--- src/rtl/soc_irq_collector_pkg.sv ---
// ariane_soc: SoC interrupt map plus the collector's sync and pulse masks
package ariane_soc;

  localparam int NumSources    = 30;
  localparam int IOMMUNumWires = 4;
  localparam int LastIntIndex  = 10;

  localparam int IrqUartIdx   = 0;
  localparam int IrqSpiIdx    = 1;
  localparam int IrqEthIdx    = 2;
  localparam int IrqTimerBase = 3;
  localparam int IrqIommuBase = LastIntIndex - IOMMUNumWires + 1;

  function automatic logic [NumSources-1:0] mask_range(input int lo, input int hi);
    mask_range = '0;
    for (int i = lo; i <= hi; i++) mask_range[i] = 1'b1;
  endfunction

  localparam logic [NumSources-1:0] IrqSyncMask  = mask_range(IrqUartIdx, IrqEthIdx);
  localparam logic [NumSources-1:0] IrqPulseMask = mask_range(IrqIommuBase, LastIntIndex);

  localparam logic [1:0] IrqIdle    = 2'd0;
  localparam logic [1:0] IrqPending = 2'd1;
  localparam logic [1:0] IrqGap     = 2'd2;

endpackage

--- src/rtl/soc_irq_collector_tracker.sv ---
// irq_pulse_tracker: edge-latched interrupt with coalescing counter and post-completion gap
module irq_pulse_tracker
  import ariane_soc::*;
#(
  parameter int CntWidth  = 4,
  parameter int GapCycles = 2
) (
  input  logic clk_i,
  input  logic rst_i,
  input  logic edge_i,
  input  logic ack_i,
  output logic irq_o,
  output logic overflow_o
);

  localparam int TmrWidth = GapCycles > 1 ? $clog2(GapCycles) : 1;
  localparam logic [CntWidth-1:0] CntMax  = '1;
  localparam logic [CntWidth-1:0] CntOne  = CntWidth'(1);
  localparam logic [TmrWidth-1:0] TmrOne  = TmrWidth'(1);
  localparam logic [TmrWidth-1:0] TmrLoad = TmrWidth'(GapCycles - 1);

  logic [1:0]          state_q, state_d;
  logic [CntWidth-1:0] cnt_q, cnt_d;
  logic [TmrWidth-1:0] tmr_q, tmr_d;
  logic                ovf_q, ovf_d;
  logic                irq_q;
  logic                count_edge;

  // FSM transitions, gap countdown and coalescing of edges that land while busy
  always_comb begin
    state_d    = state_q;
    cnt_d      = cnt_q;
    tmr_d      = tmr_q;
    ovf_d      = ovf_q;
    count_edge = 1'b0;
    case (state_q)
      IrqIdle: state_d = edge_i ? IrqPending : IrqIdle;
      IrqPending: begin
        count_edge = edge_i;
        if (ack_i) begin
          state_d = IrqGap;
          tmr_d   = TmrLoad;
        end
      end
      IrqGap: begin
        if (tmr_q != '0) begin
          tmr_d      = tmr_q - TmrOne;
          count_edge = edge_i;
        end else if (cnt_q != '0) begin
          state_d = IrqPending;
          cnt_d   = edge_i ? cnt_q : cnt_q - CntOne;
        end else begin
          state_d = edge_i ? IrqPending : IrqIdle;
        end
      end
      default: state_d = IrqIdle;
    endcase
    if (count_edge) begin
      cnt_d = (cnt_q == CntMax) ? cnt_q : cnt_q + CntOne;
      ovf_d = ovf_q | (cnt_q == CntMax);
    end
  end

  // state, counter, timer and a registered copy of the PENDING decode for a clean output
  always_ff @(posedge clk_i or posedge rst_i) begin
    if (rst_i) begin
      state_q <= IrqIdle;
      cnt_q   <= '0;
      tmr_q   <= '0;
      ovf_q   <= 1'b0;
      irq_q   <= 1'b0;
    end else begin
      state_q <= state_d;
      cnt_q   <= cnt_d;
      tmr_q   <= tmr_d;
      ovf_q   <= ovf_d;
      irq_q   <= state_d == IrqPending;
    end
  end

  assign irq_o      = irq_q;
  assign overflow_o = ovf_q;

endmodule

--- src/rtl/soc_irq_collector.sv ---
// soc_irq_collector: synchronises, retimes and pulse-latches peripheral interrupts for the PLIC
module soc_irq_collector #(
  parameter int                          NumSources = ariane_soc::NumSources,
  parameter logic [NumSources-1:0]       SyncMask   = ariane_soc::IrqSyncMask,
  parameter logic [NumSources-1:0]       PulseMask  = ariane_soc::IrqPulseMask,
  parameter int                          CntWidth   = 4,
  parameter int                          GapCycles  = 2
) (
  input  logic                  clk_i,
  input  logic                  rst_i,
  input  logic [NumSources-1:0] irq_i,
  input  logic [NumSources-1:0] ack_i,
  output logic [NumSources-1:0] irq_o,
  output logic [NumSources-1:0] overflow_o
);

  for (genvar i = 0; i < NumSources; i++) begin : g_src
    logic d;
    if (SyncMask[i]) begin : g_sync
      logic s1_q, s2_q;
      // two-flop synchroniser for a line from another clock domain
      always_ff @(posedge clk_i or posedge rst_i) begin
        if (rst_i) begin
          s1_q <= 1'b0;
          s2_q <= 1'b0;
        end else begin
          s1_q <= irq_i[i];
          s2_q <= s1_q;
        end
      end
      assign d = s2_q;
    end else begin : g_nosync
      assign d = irq_i[i];
    end
    if (PulseMask[i]) begin : g_pulse
      logic d_q;
      // previous-cycle level; reset low so a line high at release counts as one edge
      always_ff @(posedge clk_i or posedge rst_i) begin
        if (rst_i) d_q <= 1'b0;
        else d_q <= d;
      end
      irq_pulse_tracker #(
        .CntWidth (CntWidth),
        .GapCycles(GapCycles)
      ) u_trk (
        .clk_i     (clk_i),
        .rst_i     (rst_i),
        .edge_i    (d & ~d_q),
        .ack_i     (ack_i[i]),
        .irq_o     (irq_o[i]),
        .overflow_o(overflow_o[i])
      );
    end else begin : g_level
      logic irq_q, unused_ack;
      // level sources are only retimed; completion carries no meaning for them
      always_ff @(posedge clk_i or posedge rst_i) begin
        if (rst_i) irq_q <= 1'b0;
        else irq_q <= d;
      end
      assign irq_o[i]      = irq_q;
      assign overflow_o[i] = 1'b0;
      assign unused_ack    = ack_i[i];
    end
  end

endmodule

--- config.mk ---
export PLATFORM = sky130hd
export DESIGN_NAME = soc_irq_collector
export DESIGN_NICKNAME = d
export VERILOG_FILES = /design/src/rtl/soc_irq_collector_pkg.sv /design/src/rtl/soc_irq_collector_tracker.sv /design/src/rtl/soc_irq_collector.sv
export SDC_FILE = /design/constraint.sdc
export NUM_CORES = 1
export LEC_CHECK = 0
export ABC_AREA = 1
export BUFFER_PORTS_ARGS = -buffer_cell sky130_fd_sc_hd__buf_2
export CORE_MARGIN = 2
export CORE_UTILIZATION = 40
export CTS_BUF_LIST = sky130_fd_sc_hd__clkbuf_8
export DETAILED_ROUTE_END_ITERATION = 8
export PLACE_DENSITY_LB_ADDON = 0.15
export SYNTH_ARGS = -nofsm -noshare
export SYNTH_HDL_FRONTEND = slang
export SYNTH_SLANG_ARGS = --single-unit
export TNS_END_PERCENT = 1
--- constraint.sdc ---
create_clock -name clk_i -period 2.4 [get_ports clk_i]
set_clock_uncertainty 0.05 [all_clocks]
set_input_delay 0.24 -clock clk_i [delete_from_list [all_inputs] [get_ports clk_i]]
set_output_delay 0.24 -clock clk_i [all_outputs]
set_load 0.01 [all_outputs]
# Word level (Yosys, flattened, before mapping)
# Index checks and enable logic that the tools add are counted.
# W data, S select, Z words.
dict set report totals {
  register_bits 72
  word_cells 204
}
dict set report classes {
  n_addsub 12
  reduce_logical 28
  n_bitwise 12
  eq_ne 32
  mux 64
}
# operator count
set ops {}
lappend ops {{$mux W4} 24}
lappend ops {{$ne A2 B2 Y1 const B} 16}
lappend ops {{$mux W2} 12}
lappend ops {{$pmux W2 S3} 4}
lappend ops {{$reduce_bool A2 Y1} 12}
lappend ops {{$reduce_and A5 Y1} 4}
lappend ops {{$add A4 B1 Y4 const B} 4}
lappend ops {{$eq A2 B1 Y1 const B} 8}
lappend ops {{$eq A4 B4 Y1 const B} 4}
lappend ops {{$mux W1} 16}
lappend ops {{$pmux W1 S2} 8}
lappend ops {{$reduce_bool A4 Y1} 4}
lappend ops {{$sub A4 B1 Y4 const B} 4}
lappend ops {{$eq A2 B2 Y1 const B} 4}
lappend ops {{$logic_not A2 Y1} 4}
lappend ops {{$reduce_and A2 Y1} 4}
lappend ops {{$and A1 B1 Y1} 4}
lappend ops {{$not A1 Y1} 4}
lappend ops {{$or A1 B1 Y1} 4}
lappend ops {{$sub A1 B1 Y1 const B} 4}

# Depth between registers and ports, before layout
# Gate-level depths: netlist of run 1.
dict set report logic_depth {
  ltp_word 7
  ltp_mapped 14
}

# By module
# A second synthesis of run 1 with hierarchy kept.
dict set report hier_totals {
  hier_cells 422
  area_unflattened_um2 3971.3
}
# module cells_per_inst area_each_um2 instances seq_area_each_um2
set by_module_without_submodules {}
lappend by_module_without_submodules {irq_pulse_tracker 81 658.1 4 225.2}
lappend by_module_without_submodules {soc_irq_collector 98 1338.8 1 900.9}

# Worst setup path after synthesis of run 1
# OpenSTA, ideal clock, no wires.
dict set report synth_path {
  path_type {register to register}
  startpoint {reg g_src[9].g_pulse.u_trk.state_q[0]}
  endpoint {reg g_src[9].g_pulse.u_trk.cnt_q[3]}
  n_path_buf 0
  t_arrival_ns 1.670
  stages_incl_launch_ff 13
  setup_ns 0.116
  synth_period_minus_slack_ns 1.836
  required_ns 2.234
  path_slack_ns 0.564
  path_cell_list {dfrtp_1 -> inv_1 -> ha_1 -> nand2_1 -> nand2_2 -> nand3_4 -> ha_1 -> nand2_1 -> nand3b_1 -> nand3_1 -> nand2_1 -> nand2_1 -> nand2_1}
}
dict set report synth_between {
  elab_chain_cells 4
  word_cells_on_any_way 10
}
# item line
set synth_rtl {}
lappend synth_rtl {{start, declared} soc_irq_collector_tracker.sv:22} ;# logic [1:0] state_q, state_d;
lappend synth_rtl {{start signal, assigned} soc_irq_collector_tracker.sv:67} ;# state_q <= IrqIdle;
lappend synth_rtl {{start signal, assigned} soc_irq_collector_tracker.sv:73} ;# state_q <= state_d;
lappend synth_rtl {{$eq A2 B2 Y1 or $eq A2 B1 Y1 (tied branches)} soc_irq_collector_tracker.sv:36} ;# case (state_q)
lappend synth_rtl {{$pmux W1 S2} soc_irq_collector_tracker.sv:36}
lappend synth_rtl {{$ne A2 B2 Y1 (no source line) or $reduce_bool A2 Y1 (tied branches)} n/a}
lappend synth_rtl {{$reduce_and A5 Y1 (no source line)} n/a}
lappend synth_rtl {{end signal, assigned} soc_irq_collector_tracker.sv:74} ;# cnt_q <= cnt_d;
lappend synth_rtl {{end, declared} soc_irq_collector_tracker.sv:23} ;# logic [CntWidth-1:0] cnt_q, cnt_d;
# Several ways; a longest one is shown, not always the timed one.
# A chain may end at the register's enable or synchronous reset.

# Worst setup path in the final report of run 1
dict set report layout_path {
  startpoint {reg g_src[8].g_pulse.u_trk.state_q[0]}
  endpoint {reg g_src[8].g_pulse.u_trk.cnt_q[3]}
}
dict set report layout_between {
  elab_chain_cells 4
  word_cells_on_any_way 10
}
# item line
set layout_rtl {}
lappend layout_rtl {{start, declared} soc_irq_collector_tracker.sv:22}
lappend layout_rtl {{start signal, assigned} soc_irq_collector_tracker.sv:67}
lappend layout_rtl {{start signal, assigned} soc_irq_collector_tracker.sv:73}
lappend layout_rtl {{$eq A2 B2 Y1 or $eq A2 B1 Y1 (tied branches)} soc_irq_collector_tracker.sv:36}
lappend layout_rtl {{$pmux W1 S2} soc_irq_collector_tracker.sv:36}
lappend layout_rtl {{$ne A2 B2 Y1 (no source line) or $reduce_bool A2 Y1 (tied branches)} n/a}
lappend layout_rtl {{$reduce_and A5 Y1 (no source line)} n/a}
lappend layout_rtl {{end signal, assigned} soc_irq_collector_tracker.sv:74}
lappend layout_rtl {{end, declared} soc_irq_collector_tracker.sv:23}
# Several ways; a longest one is shown, not always the timed one.

==> results of run 1 <==
-- final cells by class --
class                      instances  area (um^2)  area share
clock inverter                     7        96.34     0.02103
tap                              129        161.4     0.03523
timing repair buffer             101        675.6      0.1475
sequential                        72         1802      0.3932
multi-input combinational        239         1450      0.3165
clock buffer                       9        123.9     0.02703
inverter                          72        272.8     0.05953
-- sequential cells by signal, indices dropped and copies added (netlist names), 4 cells and up --
register                        flops
g_src.g_pulse.u_trk.overflow_o      4
g_src.g_level.irq_q                26
g_src.g_pulse.u_trk.cnt_q          16
g_src.g_pulse.u_trk.irq_o           4
g_src.g_pulse.d_q                   4
g_src.g_pulse.u_trk.state_q         8
g_src.g_pulse.u_trk.tmr_q           4
-- cells in the mapped netlist --
| master | count |
|---|---|
| nand2_1 | 73 |
| dfrtp_1 | 72 |
| inv_1 | 65 |
| buf_4 | 60 |
| ha_1 | 24 |
| nand3_1 | 16 |
| nor2_1 | 15 |
| a21oi_1 | 14 |
| nand4_1 | 12 |
| o21ai_0 | 8 |
| xor2_1 | 7 |
| inv_2 | 6 |
| nand2_4 | 5 |
| nand2_2 | 4 |
| nand3_4 | 4 |
| nand3b_1 | 4 |
| nor2_4 | 4 |
| a22o_1 | 3 |
| nor2_2 | 3 |
| o21ai_1 | 3 |
| o22ai_1 | 3 |
| o31ai_1 | 3 |
| or2_2 | 3 |
| o21ai_2 | 2 |
| and2_1 | 1 |
| conb_1 | 1 |
| inv_4 | 1 |
| or2_4 | 1 |
| xor2_2 | 1 |
-- cell usage in the layout (no fill, tap or decap), drive strengths merged --
master / Yosys / routed
dfrtp: 72 / 72
nand3b: 4 / 4
clkinv: 0 / 2
a22o: 3 / 3
clkbuf: 0 / 9
o31ai: 3 / 3
and2: 1 / 1
clkinvlp: 0 / 3
nor2: 22 / 22
o21ai: 13 / 13
conb: 1 / 26
o22ai: 3 / 3
nand4: 12 / 12
ha: 24 / 24
bufinv: 0 / 2
buf: 60 / 70
inv: 72 / 72
xor2: 8 / 8
or2: 4 / 4
dlygate4sd3: 0 / 31
a21oi: 14 / 14
nand2: 82 / 82
nand3: 20 / 20
-- metrics by stage --
stage | area [um^2] | total power [W] | hold WS, ps
after floorplan | 3975 | 0.003184 | 221.4
after global placement | 4051 | 0.003444 | 281.5
after detailed placement | 4051 | 0.003475 | 284.7
after CTS | 4582 | 0.004598 | 115.2
after global routing | 4582 | 0.004981 | 124.5
final | 4582 | 0.004525 | 143.8
-- worst reg2reg max path, stage by stage, from the launching register on --
cell      delay, ps
dfrtp_1         430
inv_1           110
ha_1            200
nand2_1          80
nand2_2         120
nand3_4         120
ha_1            350
nand2_1          60
nand3b_1        170
nand3_1          90
nand2_1          50
nand2_1          50
nand2_1          40
-- routing by layer --
metal,part of all wire,up-vias
met5,0,-
met4,0.020,0
met3,0.050,14
met2,0.48,73
met1,0.45,1211
li1,-,1367
-- what timing repair did --
action                                  CTS  global route
hold buffers                             31             0
endpoints found under the hold margin   102             0
endpoints found under the setup margin    0             0
resized for setup                         0             0
setup buffers                             0             0
-- kinds of logic after synthesis --
family	after synthesis	share of synthesized area
buf+inv	132	0.1863
fa+ha+maj	24	0.07737
simple gates	145	0.1970
xor+xnor	8	0.01999
other cells	1	0.0009662
compound gates	36	0.05416
flops	72	0.4642
-- report_power, final --
part | switching, W | internal (W)
registers | 0.000272 | 0.00149
logic | 0.00102 | 0.000704
clock network | 0.000455 | 0.000584
total | 0.00175 | 0.00278
-- worst paths after layout --
path / start / endpoint / slack, ps / depth (start not counted)
setup reg to reg: g_src[8].g_pulse.u_trk.state_q[0]$_DFF_PP0_ / g_src[8].g_pulse.u_trk.cnt_q[3]$_DFFE_PP0P_ / 370 / 12
hold / removal: ack_i[8] / g_src[8].g_pulse.u_trk.state_q[1]$_DFF_PP0_ / 140 / 3
hold reg to reg: g_src[2].g_sync.s1_q$_DFF_PP0_ / g_src[2].d$_DFF_PP0_ / 300 / 0
min in group asynchronous: rst_i / g_src[9].g_pulse.d_q$_DFF_PP0_ / 470 / 4
max in group asynchronous: rst_i / g_src[27].g_level.irq_q$_DFF_PP0_ / 1550 / 4
setup / recovery: g_src[8].g_pulse.u_trk.state_q[0]$_DFF_PP0_ / g_src[8].g_pulse.u_trk.cnt_q[3]$_DFFE_PP0P_ / 370 / 12
==> results.yml, run 1 <==
run_status:
  outcome: "finished clean"
synth:
  synth_top_area_frac: 0.4642
  synth.area.top_cells: "dfrtp_1 (46%), buf_4 (12%), ha_1 (7.7%), nand2_1 (7.1%), inv_1 (6.3%)"
  ys_types: 29
  yosysSeqAreaShare: 0.4642
  netlist_area_um2: 3881
  syn_inst: 418
  synth_area_leader_cell: "dfrtp_1"
  synth_area_per_cell_um2: 9.285
  yosysWarnings: 0
  ys_ff_latch: 72
setup_path:
  slowest_stage: "dfrtp_1"
  crit_fanout: 7
  arrival_ps: 2220
  critical-path-max-stage-delay_ps: 430
  start_kind: "flip-flop"
  crit_required_ps: 2590
  cp_num_buf_inv: 1
  crit_chain: "inv_1 -> ha_1 -> nand2_1 -> nand2_2 -> nand3_4 -> ha_1 -> nand2_1 -> nand3b_1 -> nand3_1 -> nand2_1 -> nand2_1 -> nand2_1"
  cp_top_family: "simple AND/OR/NAND/NOR gates"
  crit_path_frequent_cell: "nand2_1"
  critPathKind: "reg2reg"
  worst_setup_path_end_kind: "flip-flop"
cells_and_area:
  n_antenna_cell: 0
  drive_above_1_share: 0.2420
  fin_util: 0.4912
  fill_cells: 864
  fin_cells: 629
  nets: 581
  synthToLayoutAreaGrowth_pct: 18.05
floorplanning:
  placementRows: 35
  start_util: 0.4161
  die_h_um: 102.5
  core_um2: 9328
  dieArea_um2: 10510
  pin_count: 122
  die_width_um: 102.5
placement:
  dp.cells: 582
  routabilityCongestion: 0.8259
  portBuffers: 69
  pre_cts_ws_ps: 379.0
  dp_hpwl_mm: 4.729
run:
  cap_violations: 0
clock_tree:
  clk_latency_ps: 350
  cts.clk_slew.worst_paths_ps: 80
  cts_tree: "built"
  cts_buffers: 9
  cts_sinks: 72
  clockBufferDepth: 2
  cts-root-buf: "clkbuf_8"
  htree_levels: 3
power:
  powerDensity_nw_per_um2: 987.5
  leakagePower_nw: 2.396
  ir_worst_vdd_mv: 0.4514
sta:
  rsz0062_at_grt: "no"
  hold_viol: 0
  setup_ws_ps: 372.6
  tns_ps: 0
  max_freq_ghz: 0.4933
  fin_crit_sh: 0.8447
  fin_crit_ps: 2027
  setup_viol_count_final: 0
  slew_violations: 0
grt:
  antenna_found_initial: 0
  grtUsageMet2: 0.2383
  grt_pass1_vias: 2602
  grt_overflow: 0
  grt.busiest_layer: "met2"
  grt_pass1_wl_mm: 11.41
  global_route.usage.met3: 0.04542
  met1_usage: 0.1694
  grt.total_usage: 0.1422
  grt_max_degree: 73
detailed_routing:
  avgViaCountPerCell: 4.237
  drc: 0
  first_pass_iters: 4
  wl_mm: 6.768
  drt_iter0_drc: 104
  vias: 2665
  ant_nets: 0
  routedWlPerCell_um: 10.76
hold_path:
  holdCritPathClass: "in2reg"
No activity file was read; power rests on OpenSTA's default activity.
==> inputs of run 2 (changes only) <==
ABC_AREA = 0   (was 1)
clock period = 1.8 ns   (was 2.4 ns; I/O delays follow)
==> results.yml, run 2 <==
floorplanning:
  core_um2: 9109
  die_h_um: 100.1
  dieArea_um2: 10020
  pin_count: 122
  placementRows: 35
  start_util: 0.4055
  die_width_um: 100.1
clock_tree:
  htree_levels: 3
  clockBufferDepth: 2
  cts-root-buf: "clkbuf_8"
  cts_buffers: 9
  clk_latency_ps: 340
  cts_sinks: 72
  cts_tree: "built"
  cts.clk_slew.worst_paths_ps: 80
sta:
  setup_viol_count_final: 14
  setup_ws_ps: -272.7
  rsz0062_at_grt: "yes"
  hold_viol: 0
  max_freq_ghz: 0.4825
  fin_crit_ps: 2073
  fin_crit_sh: 1.152
  slew_violations: 0
synth:
  async_flop_share: 1.000
  netlist_area_um2: 3694
  yosysWarnings: 0
  yosysSeqAreaShare: 0.4878
  ys_ff_latch: 72
  synth_edf_count: 0
  ys_types: 50
  synthTopCellsByCount: "dfrtp_1 (72), buf_4 (60), ha_1 (24)"
  synth_top_area_frac: 0.4878
  synth.most_common_cell: "dfrtp_1"
  synth_area_per_cell_um2: 11.09
  syn_inst: 333
  synth_area_leader_cell: "dfrtp_1"
  synth.area.top_cells: "dfrtp_1 (49%), buf_4 (12%), ha_1 (8.1%), inv_1 (2.1%), a21oi_1 (1.9%)"
  synth_top_flop_cell: "dfrtp_1"
placement:
  routabilityCongestion: 0.7760
  dp_hpwl_mm: 5.457
  portBuffers: 69
cells_and_area:
  regMostFlops: "g_src.g_level.irq_q"
  n_antenna_cell: 0
  nets: 558
  largest_register_ffs: 26
  fin_util: 0.5637
  synthToLayoutAreaGrowth_pct: 39.02
  largestRegisters: "g_src.g_level.irq_q x26, g_src.g_pulse.u_trk.cnt_q x16, g_src.g_pulse.u_trk.state_q x8"
  drive_above_1_share: 0.4423
  final_cell_mix: "dfrtp_1 (72), buf_2 (69), buf_4 (63), dlygate4sd3_1 (31), conb_1 (26)"
  final_common_cell: "dfrtp_1"
detailed_routing:
  avgViaCountPerCell: 4.602
  drt_iter0_drc: 63
  vias: 2706
  first_pass_iters: 4
  ant_nets: 0
  routedWlPerCell_um: 12.77
  wl_mm: 7.511
  drc: 0
grt:
  met1_usage: 0.1973
  global_route.usage.met3: 0.03760
  grt.busiest_layer: "met2"
  antenna_found_initial: 0
  grt_pass1_wl_mm: 12.48
  grt_max_degree: 32
  grt.total_usage: 0.1585
  grt_pass1_vias: 2706
  grtUsageMet2: 0.2718
  grt_overflow: 0
power:
  ir_worst_vdd_mv: 0.5530
  power.total_w: 0.006400
  leakagePower_nw: 2.405
  powerDensity_nw_per_um2: 1246
setup_path:
  arrival_ps: 2250
  worst_setup_path_end_kind: "flip-flop"
  start_kind: "flip-flop"
  ff2ff_setup_slack_ps: -270
  critPathKind: "reg2reg"
  crit_fanout: 3
  crit_required_ps: 1980
run_status:
  violations: "setup timing"
  outcome: "complete, but fails checks"
hold_path:
  holdCritPathClass: "in2reg"
run:
  cap_violations: 0
## run 2: layer usage
metal / up-vias / routed length (um) / part of all wire
met5: - / 0 / 0
met4: 0 / 85 / 0.011
met3: 9 / 302 / 0.040
met2: 76 / 3741 / 0.50
met1: 1280 / 3382 / 0.45
li1: 1341 / - / -
## run 2: through the flow
step                instances  TNS, ps  hold WS (ps)  area (um^2)  worst slack [ps]
floorplan                 358   -20360         161.4         3850            -276.3
global placement          536    -2196         181.7         4347            -264.2
detailed placement        536    -2837         184.2         4347            -337.7
CTS                       587    -2455         48.56         5002            -298.6
global route              588    -3717         61.46         5135            -383.9
finish                    588    -2223         74.91         5135            -272.7
## run 2: kinds of logic (layout without fill, tap and decap cells)
kind of cell               after synthesis  in the layout  synth area share
AOI/OAI and AO/OA                       64             64            0.1281
xor gates and xnor gates                12             12           0.02846
adders and majority gates               24             24           0.08130
buffers and inverters                   85            204            0.1480
DFF                                     72             72            0.4878
muxes                                    7              7           0.02168
other                                    1             26          0.001015
and+or+nand+nor                         68             68            0.1037
## run 2: path summary, 6_finish.rpt
path	start	endpoint	depth (start not counted)
worst max register to register	g_src[10].g_pulse.u_trk.state_q[1]$_DFF_PP0_	g_src[10].g_pulse.u_trk.cnt_q[2]$_DFFE_PP0P_	10
worst max-delay path	g_src[10].g_pulse.u_trk.state_q[1]$_DFF_PP0_	g_src[10].g_pulse.u_trk.cnt_q[2]$_DFFE_PP0P_	10
max in group asynchronous	rst_i	g_src[7].g_pulse.u_trk.cnt_q[1]$_DFFE_PP0P_	4
worst min-delay path	ack_i[9]	g_src[9].g_pulse.u_trk.tmr_q$_DFFE_PP0P_	3
min in group asynchronous	rst_i	g_src[1].g_level.irq_q$_DFF_PP0_	3
worst min register to register	g_src[1].g_sync.s1_q$_DFF_PP0_	g_src[1].d$_DFF_PP0_	0
## run 2: power breakdown
part / switching (W) / internal [W]
Clock: 0.000628 / 0.000683
Sequential: 0.000245 / 0.00195
Combinational: 0.00135 / 0.00154
## run 2: what timing repair did
action,4_1_cts,5_1_grt
setup endpoints to repair,16,19
setup buffers,4,1
endpoints found under the hold margin,49,0
hold buffers,31,0
pin swaps,16,7
gates resized for setup,21,25
## run 2: area by class of cell
class | instances | area [um^2]
inverter | 21 | 78.83
tap | 111 | 138.9
clock inverter | 6 | 67.56
multi-input combinational | 201 | 1719
clock buffer | 10 | 137.6
sequential | 72 | 1802
timing repair buffer | 167 | 1191
fill | 781 | 3974
## run 2: critical path, cell delays in order (launching register included)
cell and delay [ps]:
dfrtp_1 380, inv_2 60, ha_4 250, nand3b_1 100, nor2_2 160, xnor2_1 140
ha_2 200, nor2_1 40, a41o_1 210, xnor2_1 110, mux2_2 250
